`src/rtl/opcode_sequencer.sv`:
```
// -----------------------------------------------------------------------------
// opcode_sequencer
//
// Program sequencer between a synchronous program ROM and an executor. Each
// step fetches one instruction word and issues it on OpCode. The word is held
// until the executor raises Done. OpCode then drops to 0 for at least one cycle
// before the next word is issued. An op nibble of 0 ends the program. Reaching
// the last address (PC all-ones) also ends the program, without wrapping.
//
// Optional build macro: SEQ_WATCHDOG_EN
//   defined   : an ISSUE-cycle watchdog aborts a stuck instruction after
//               TIMEOUT cycles and sets the sticky Error flag.
//   undefined : Error is tied 0 and ISSUE waits for Done indefinitely.
//
// Ports
//   Clock       in   system clock, rising edge
//   ResetN      in   synchronous active-low reset
//   Start       in   begin execution at StartAddr (sampled in IDLE only)
//   StartAddr   in   first instruction address
//   Abort       in   terminate program (wins over Start and Done)
//   ProgAddr    out  program store address (the PC register)
//   ProgData    in   program word, valid one cycle after ProgAddr changes
//   OpCode      out  instruction to executor, 0 when not issuing
//   Done        in   executor completion (level)
//   Busy        out  1 in every state except IDLE
//   Finished    out  1-cycle pulse on normal program end
//   Error       out  sticky watchdog flag
//   InstrCount  out  instructions completed since last Start, saturating
//   DbgState    out  current FSM state encoding
//
// Handshake: an instruction is issued when OpCode turns from 0 to non-zero.
// It is complete on the first rising edge where Done=1 while it is issued.
// After completion OpCode is 0. The next issue waits until Done has been seen
// low, so a level Done held over from the previous instruction never completes
// the next one.
// -----------------------------------------------------------------------------
module opcode_sequencer #(
  parameter int PC_WIDTH = 8,
  parameter int OP_WIDTH = 20,
  parameter int TIMEOUT  = 64
) (
  input  logic                Clock,
  input  logic                ResetN,
  input  logic                Start,
  input  logic [PC_WIDTH-1:0] StartAddr,
  input  logic                Abort,
  output logic [PC_WIDTH-1:0] ProgAddr,
  input  logic [OP_WIDTH-1:0] ProgData,
  output logic [OP_WIDTH-1:0] OpCode,
  input  logic                Done,
  output logic                Busy,
  output logic                Finished,
  output logic                Error,
  output logic [7:0]          InstrCount,
  output logic [2:0]          DbgState
);

  typedef enum logic [2:0] {
    IDLE  = 3'd0,
    FETCH = 3'd1,
    LOAD  = 3'd2,
    ISSUE = 3'd3,
    GAP   = 3'd4
  } seqState_t;

  seqState_t           state, stateNext;
  logic [PC_WIDTH-1:0] pcQ, pcNext;
  logic [OP_WIDTH-1:0] opQ, opNext;
  logic [7:0]          countQ, countNext;
  logic                busyQ, busyNext;
  logic                finQ, finNext;

`ifdef SEQ_WATCHDOG_EN
  localparam int WD_W = $clog2(TIMEOUT + 1);
  logic [WD_W-1:0] wdQ, wdNext;
  logic            errQ, errNext;
`else
  // TIMEOUT only matters when the watchdog is built in.
  logic unusedTimeout;
  assign unusedTimeout = (TIMEOUT != 0);
`endif

  // Next-state and next-output logic.
  always_comb begin
    stateNext = state;
    pcNext    = pcQ;
    opNext    = opQ;
    countNext = countQ;
    finNext   = 1'b0;
`ifdef SEQ_WATCHDOG_EN
    wdNext    = wdQ;
    errNext   = errQ;
`endif
    if (state != IDLE && Abort) begin
      // Abort beats everything else. PC and InstrCount keep their values.
      stateNext = IDLE;
      opNext    = '0;
    end else begin
      case (state)
        IDLE: begin
          opNext = '0;
          if (Start && !Abort) begin
            stateNext = FETCH;
            pcNext    = StartAddr;
            countNext = '0;
`ifdef SEQ_WATCHDOG_EN
            errNext   = 1'b0;
`endif
          end
        end
        FETCH: stateNext = LOAD;  // one cycle of ROM latency
        LOAD: begin
          if (ProgData[OP_WIDTH-1 -: 4] == 4'd0) begin
            // End-of-program word: it is never issued.
            finNext   = 1'b1;
            stateNext = IDLE;
          end else begin
            opNext    = ProgData;
            stateNext = ISSUE;
`ifdef SEQ_WATCHDOG_EN
            wdNext    = '0;
`endif
          end
        end
        ISSUE: begin
          if (Done) begin
            opNext    = '0;
            stateNext = GAP;
            if (countQ != 8'hFF) countNext = countQ + 8'd1;
          end
`ifdef SEQ_WATCHDOG_EN
          else if (wdQ == WD_W'(TIMEOUT - 1)) begin
            // This is the TIMEOUT-th ISSUE cycle without Done.
            opNext    = '0;
            errNext   = 1'b1;
            stateNext = IDLE;
          end else begin
            wdNext = wdQ + WD_W'(1);
          end
`endif
        end
        GAP: begin
          opNext = '0;
          if (!Done) begin
            if (pcQ == '1) begin
              finNext   = 1'b1;  // last address executed; do not wrap
              stateNext = IDLE;
            end else begin
              pcNext    = pcQ + PC_WIDTH'(1);
              stateNext = FETCH;
            end
          end
        end
        default: begin
          stateNext = IDLE;
          opNext    = '0;
        end
      endcase
    end
    busyNext = (stateNext != IDLE);
  end

  always_ff @(posedge Clock) begin
    if (!ResetN) begin
      state  <= IDLE;
      pcQ    <= '0;
      opQ    <= '0;
      countQ <= '0;
      busyQ  <= 1'b0;
      finQ   <= 1'b0;
`ifdef SEQ_WATCHDOG_EN
      wdQ    <= '0;
      errQ   <= 1'b0;
`endif
    end else begin
      state  <= stateNext;
      pcQ    <= pcNext;
      opQ    <= opNext;
      countQ <= countNext;
      busyQ  <= busyNext;
      finQ   <= finNext;
`ifdef SEQ_WATCHDOG_EN
      wdQ    <= wdNext;
      errQ   <= errNext;
`endif
    end
  end

  assign ProgAddr   = pcQ;
  assign OpCode     = opQ;
  assign Busy       = busyQ;
  assign Finished   = finQ;
  assign InstrCount = countQ;
  assign DbgState   = state;
`ifdef SEQ_WATCHDOG_EN
  assign Error      = errQ;
`else
  assign Error      = 1'b0;
`endif

endmodule

```
`config.mk`:
```
export PLATFORM = sky130hd
export DESIGN_NAME = opcode_sequencer
export DESIGN_NICKNAME = d
export VERILOG_FILES = /design/src/rtl/opcode_sequencer.sv
export SDC_FILE = /design/constraint.sdc
export NUM_CORES = 1
export LEC_CHECK = 0
export BUFFER_PORTS_ARGS = -buffer_cell sky130_fd_sc_hd__buf_2
export CAP_MARGIN = 20
export CORE_MARGIN = 3
export CORE_UTILIZATION = 48
export DETAILED_ROUTE_END_ITERATION = 8
export GPL_ROUTABILITY_DRIVEN = 1
export PLACE_DENSITY = 0.89
export SLEW_MARGIN = 10
export SYNTH_ARGS = -nofsm -noshare
export SYNTH_HDL_FRONTEND = slang
export SYNTH_SLANG_ARGS = --single-unit
```
`constraint.sdc`:
```
create_clock -name Clock -period 2.45 [get_ports Clock]
set_input_delay 0 -clock Clock [delete_from_list [all_inputs] [get_ports Clock]]
set_output_delay 0 -clock Clock [all_outputs]
set_load 0.02 [all_outputs]
```
# After elaboration in Yosys (flattened, before gate mapping)
# Index checks and enable logic that the tools add are counted.
# totals
output_inout_bits	42
inputBits	33
ff_bits	41
word_cells	58
# classes
mux	22
addsub	2
n_reduce_logical	13
eq_ne	12
bitwise	3
# op_table
operator	count
20-bit one-hot mux with 3 select lines	1
8-bit two-way mux	6
20-bit two-way mux	2
8-bit one-hot mux with 2 select lines	2
8-bit by 1-bit adder with 8-bit output, second input constant	2
3-bit one-hot mux with 5 select lines	1
3-bit two-way mux	4
2-bit != test, second input constant	6
5-bit AND reduction	2
8-bit == test, second input constant	1
8-bit != test, second input constant	1
3-bit by 2-bit == test with 1-bit output, second input constant	2
3-bit nonzero test	2
4-bit logical NOT	1
1-bit two-way mux	4
2-bit nonzero test	2
3-bit by 1-bit == test with 1-bit output, second input constant	1
3-bit == test, second input constant	1
3-bit logical NOT	1
1-bit NOT	3
3-bit AND reduction	1
1-bit logical AND	2
2-bit two-way mux	1
1-bit one-hot mux with 2 select lines	1
2 further kinds	2

# Longest topological paths before layout
# logic_depth
word_depth	6
depth_mapped	6

# Least setup slack after synthesis
# Ideal clock, no wire load.
# synth_path
path_kind	reg-to-reg
from	register state[1], in the netlist DbgState[1]
to	register countQ[4], in the netlist InstrCount[4]
stages_incl_launch_ff	6
arrival_ns	1.833
path_buffers	1
period_less_slack_ns	1.906
setup_slack_ns	0.544
path_cell_list	dfxtp_1 > or3b_4 > a211o_1 > buf_2 > or4_1 > a21oi_1
# synth_between
elab_chain_len	4
elab_cells_between_ends	11
classes_between	eq/ne: 4; mux: 1; bitwise: 1; reduce/logical: 5
# synth_rtl
item	line_no	rtl
from (decl)	66	seqState_t state, stateNext;
from (signal assigned)	176	state <= stateNext;
branches (longest 4 deep; another with 5-bit AND reduction)	-	
to (signal assigned)	179	countQ <= countNext;
to (decl)	69	logic [7:0] countQ, countNext;
# Several ways; the timed one is not identified.
# A chain may end at the register's enable or synchronous reset.

# Worst setup path after layout
# layout_path
from	register state[1], in the netlist DbgState[1]
to	register countQ[5], in the netlist InstrCount[5]
# The elaborated chain is that of the path after synthesis.

==> flow_results.org <==
** Layout
- Multi-input logic area :: 963 µm²
- Summing all flip-flop and latch instances after layout gives 821 µm².
- Counting the fill cells in the layout gives 309.
- Of the cells placed in the final design, the portion with a size suffix greater than 1 is 31.8%.
- Net count reported at finish :: 327
- The repair_antennas step left the layout with diodes totalling 0.
- Relative to the synthesized area, the layout overhead comes to 37.8%.
- Finished layout cell area :: 2570 µm²

** Clocking
- The clock drives 41 sinks.
- Number of buffers on the longest clock path :: 2
- Clock insertion delay at the later pin of the skew report :: 0.28 ns
- Level count of the clock H-tree :: 2
- CTS tree :: built
- Clock-pin slew reported for the worst setup and hold paths after clock tree synthesis :: 0.07 ns
- Root buf cell :: sky130_fd_sc_hd__clkbuf_8
- The number of clock buffers added by TritonCTS is 5.
- Post-CTS sizing :: 0
- The number of setup buffers added after CTS is 0.

** Floorplan
- Cell row count :: 22
- In this run the horizontal extent of the chip is between 60 and 70 µm.
- Area of the core region :: about 3700 µm²
- For this configuration, the core starts out at a cell density of 50.2%.
- Vertical die dimension :: 68.3 µm
- The die covers 4670 µm².
- 75 I/O pins were placed.

** Routing
- Number of search-and-repair iterations in the first detailed-routing pass :: 4
- Wires add up to 5040 µm.
- In the final routed layout, each cell accounts on average for 14.8 µm.
- In this run, the number of DRC markers left after iteration 0 of detailed routing was 131.
- Total via count in the routed design :: between 1,500 and 2,000
- After detailed routing, the number of remaining DRC violations is 0.
- Final antenna-violating net count :: 0
- After detailed routing, the number of vias per cell comes to 5.78.

** Yosys
- Proportion of netlist area held by the largest area contributor :: 44.0%
- Number of register bits inferred by synthesis :: 41
- The synthesized netlist contains 44 unique library cells.
- When the netlist entered floorplanning its net count stood at 238.
- Mean instance size in the synthesized netlist :: 9.19 µm²
- Of all flip-flops after synthesis, the portion carrying an async set or reset was 0%.
- Synth top cells by count :: sky130_fd_sc_hd__dfxtp_1, sky130_fd_sc_hd__a22o_1, sky130_fd_sc_hd__nand2_1
- Summing every instance area after synthesis gives approximately 1900 µm².
- sky130_fd_sc_hd__dfxtp_1 takes more of the synthesized area than any other cell.
- Among all flip-flop cells after synthesis, the most frequent one is sky130_fd_sc_hd__dfxtp_1.
- Yosys mapped a number of flops with a built-in enable equal to 0.
- Sequential fraction of the synthesis area :: 44.0%
- Leading post-synthesis cells by cell area :: sky130_fd_sc_hd__dfxtp_1, sky130_fd_sc_hd__a22o_1, sky130_fd_sc_hd__a21oi_1
- Gate count of the mapped netlist :: ~200
- Among all cell types in the netlist, the one instantiated most often is sky130_fd_sc_hd__dfxtp_1.
- For this run, the number of Yosys warnings is 0.

** STA
- Maximum clock frequency :: 480 MHz
- Max Slew Vio Count :: 0
- Aggregate negative setup slack :: 0 ns
- Min Clock Period, post-route :: 2.08 ns
- Hold is met by 0.0240 ns.
- Tightest slew margin relative to the limit :: 37.0%
- Largest clock skew in the final design :: 0.00155 ns
- Setup-failing EPs final :: 0
- In the finished design, the share of the clock period the worst path needs comes to 85.0%.
- The final hold violation count is 0.
- Setup repair after global routing left no endpoint under its margin.
- Slew at the pin closest to its max-slew limit :: 0.937 ns

** Status
- Outcome :: completed

** Global routing
- Via count of the first global-routing pass :: 1,705
- The number of antenna violations at the first check in global routing is 0.
- Global routing used 22.1% of the available tracks across all layers.
- The first global-routing pass estimated 7800 µm of wire.
- Largest net degree at the start of global routing :: 21
- Grt ovf :: 0

** Worst setup path
- Nature of the critical path endpoint :: flop
- Maximum fanout encountered on the critical timing path :: 15
- Arrival time at the worst endpoint :: between 2 and 2.5 ns
- Critical Path Source Type :: flop
- For the worst setup path, the data required time is 2.67 ns.
- Setup Crit Path Kind :: flop to flop
- The number of cells on the worst reg-to-reg path is 4.

** Power and ir drop
- The share of total power dissipated in the clock network is 35.7%.
- Internal power consumption :: 1.08 mW
- Sw Share :: 24.8%
- Summed over all nets, the switching power comes to 0.356 mW.
- Registers are responsible for 49.7% of the overall power.
- Summed over all cells, the static leakage comes to 1.09 nW.
- The worst-case IR drop observed on VDD is 0.382 mV.
- Combinational group share of total power :: 14.6%
- For this design the ratio of total power to cell area is 559 nW/µm².

** Hold path
- Hold-critical path depth :: 3
- Class of the tightest hold or removal check :: input port to flop

** Placement
- Placed Area :: 2250 µm²
- Count of input and output buffers :: 73
- Detailed placement ended at an HPWL of 3430 µm.
- Routability-driven placement finished with a final weighted congestion of around 0.84.

** Flow run
- Max-cap viol count :: 0
## per-layer routing
layer	part of all wire, %	vias to the layer above	track usage, %
li1	-	969	-
met1	42	919	29.5
met2	49	70	34.3
met3	7.0	6	5.91
met4	1.3	0	7.69
met5	0	-	0
## worst paths after layout
path                                start                          to  slack (ns)
setup reg to reg   DbgState[1]$_SDFF_PN0_  InstrCount[5]$_SDFFE_PN0P_        0.37
hold / removal                       Done      DbgState[2]$_SDFF_PN0_        0.02
hold reg to reg   OpCode[10]$_SDFFE_PP0P_     OpCode[10]$_SDFFE_PP0P_        0.48
setup / recovery   DbgState[1]$_SDFF_PN0_  InstrCount[5]$_SDFFE_PN0P_        0.37
## final cells by class
cell class | instances | share of cell area [%]
tap | 48 | 2.34
multi-input combinational | 141 | 37.5
clock buffer | 5 | 2.68
sequential | 41 | 31.9
timing repair buffer | 97 | 23.3
inverter | 6 | 0.876
clock inverter | 2 | 1.36
## registers in the layout (all words and copies together), names as in the netlist
signal / cells
OpCode: 20
DbgState: 3
Finished: 1
InstrCount: 8
Busy: 1
ProgAddr: 8
## repair_timing
action / 4_1_cts / 5_1_grt
endpoints found under the setup margin: 0 / 0
hold buffers: 20 / 0
hold endpoints to repair: 20 / 0
## per-stage QoR
stage	util [%]	setup slack, ns	instances	total power [mW]
finish	69.2	0.369	340	1.44
global route	69.2	0.119	340	1.50
CTS	68.9	0.291	339	1.45
detailed placement	60.7	0.317	312	0.912
global placement	60.7	0.387	312	0.907
floorplan	-	0.544	203	0.841
## power by group through the flow
stage / sequential, mW / clock, mW / combinational, mW
CTS: 0.714 / 0.527 / 0.208
global route: 0.719 / 0.557 / 0.227
global placement: 0.728 / 0 / 0.179
floorplan: 0.748 / 0 / 0.0927
finish: 0.714 / 0.513 / 0.210
detailed placement: 0.729 / 0 / 0.183
## placed cells by master (no fill, tap or decap), types with 2 or more instances in the layout
cell type / count
sky130_fd_sc_hd__clkbuf_8: 5
sky130_fd_sc_hd__or3b_1: 2
sky130_fd_sc_hd__buf_4: 3
sky130_fd_sc_hd__inv_1: 6
sky130_fd_sc_hd__o31a_1: 2
sky130_fd_sc_hd__nand4b_1: 2
sky130_fd_sc_hd__o21ai_0: 8
sky130_fd_sc_hd__nand3_1: 7
sky130_fd_sc_hd__nor3b_1: 2
sky130_fd_sc_hd__a221oi_1: 7
sky130_fd_sc_hd__a211oi_1: 3
sky130_fd_sc_hd__dlygate4sd3_1: 20
sky130_fd_sc_hd__o31ai_1: 4
sky130_fd_sc_hd__or3_1: 2
sky130_fd_sc_hd__or4_1: 3
sky130_fd_sc_hd__or2_2: 4
sky130_fd_sc_hd__nand4_1: 5
sky130_fd_sc_hd__buf_2: 73
sky130_fd_sc_hd__o32ai_1: 5
sky130_fd_sc_hd__nand2_1: 17
sky130_fd_sc_hd__o41ai_1: 2
sky130_fd_sc_hd__ha_1: 2
sky130_fd_sc_hd__nor2_1: 4
sky130_fd_sc_hd__a21oi_1: 15
sky130_fd_sc_hd__nor3_1: 4
sky130_fd_sc_hd__a22o_1: 20
sky130_fd_sc_hd__dfxtp_1: 41
sky130_fd_sc_hd__or4b_1: 3
## critical path, cell delays in order, from the launching register on
cell	delay, ns
sky130_fd_sc_hd__dfxtp_1	0.45
sky130_fd_sc_hd__or3b_4	0.46
sky130_fd_sc_hd__a2111oi_0	0.46
sky130_fd_sc_hd__or4b_1	0.49
sky130_fd_sc_hd__a21oi_1	0.15
## kinds of logic after synthesis
logic type      after synthesis  synth area share [%]
mux                           1                 0.604
other cells                   1                 0.201
flops                        41                  44.0
buf+inv                      21                  4.63
simple gates                 62                  19.2
compound gates               75                  30.0
fa+ha+maj                     2                  1.34
(Power assumes the default switching activity.)
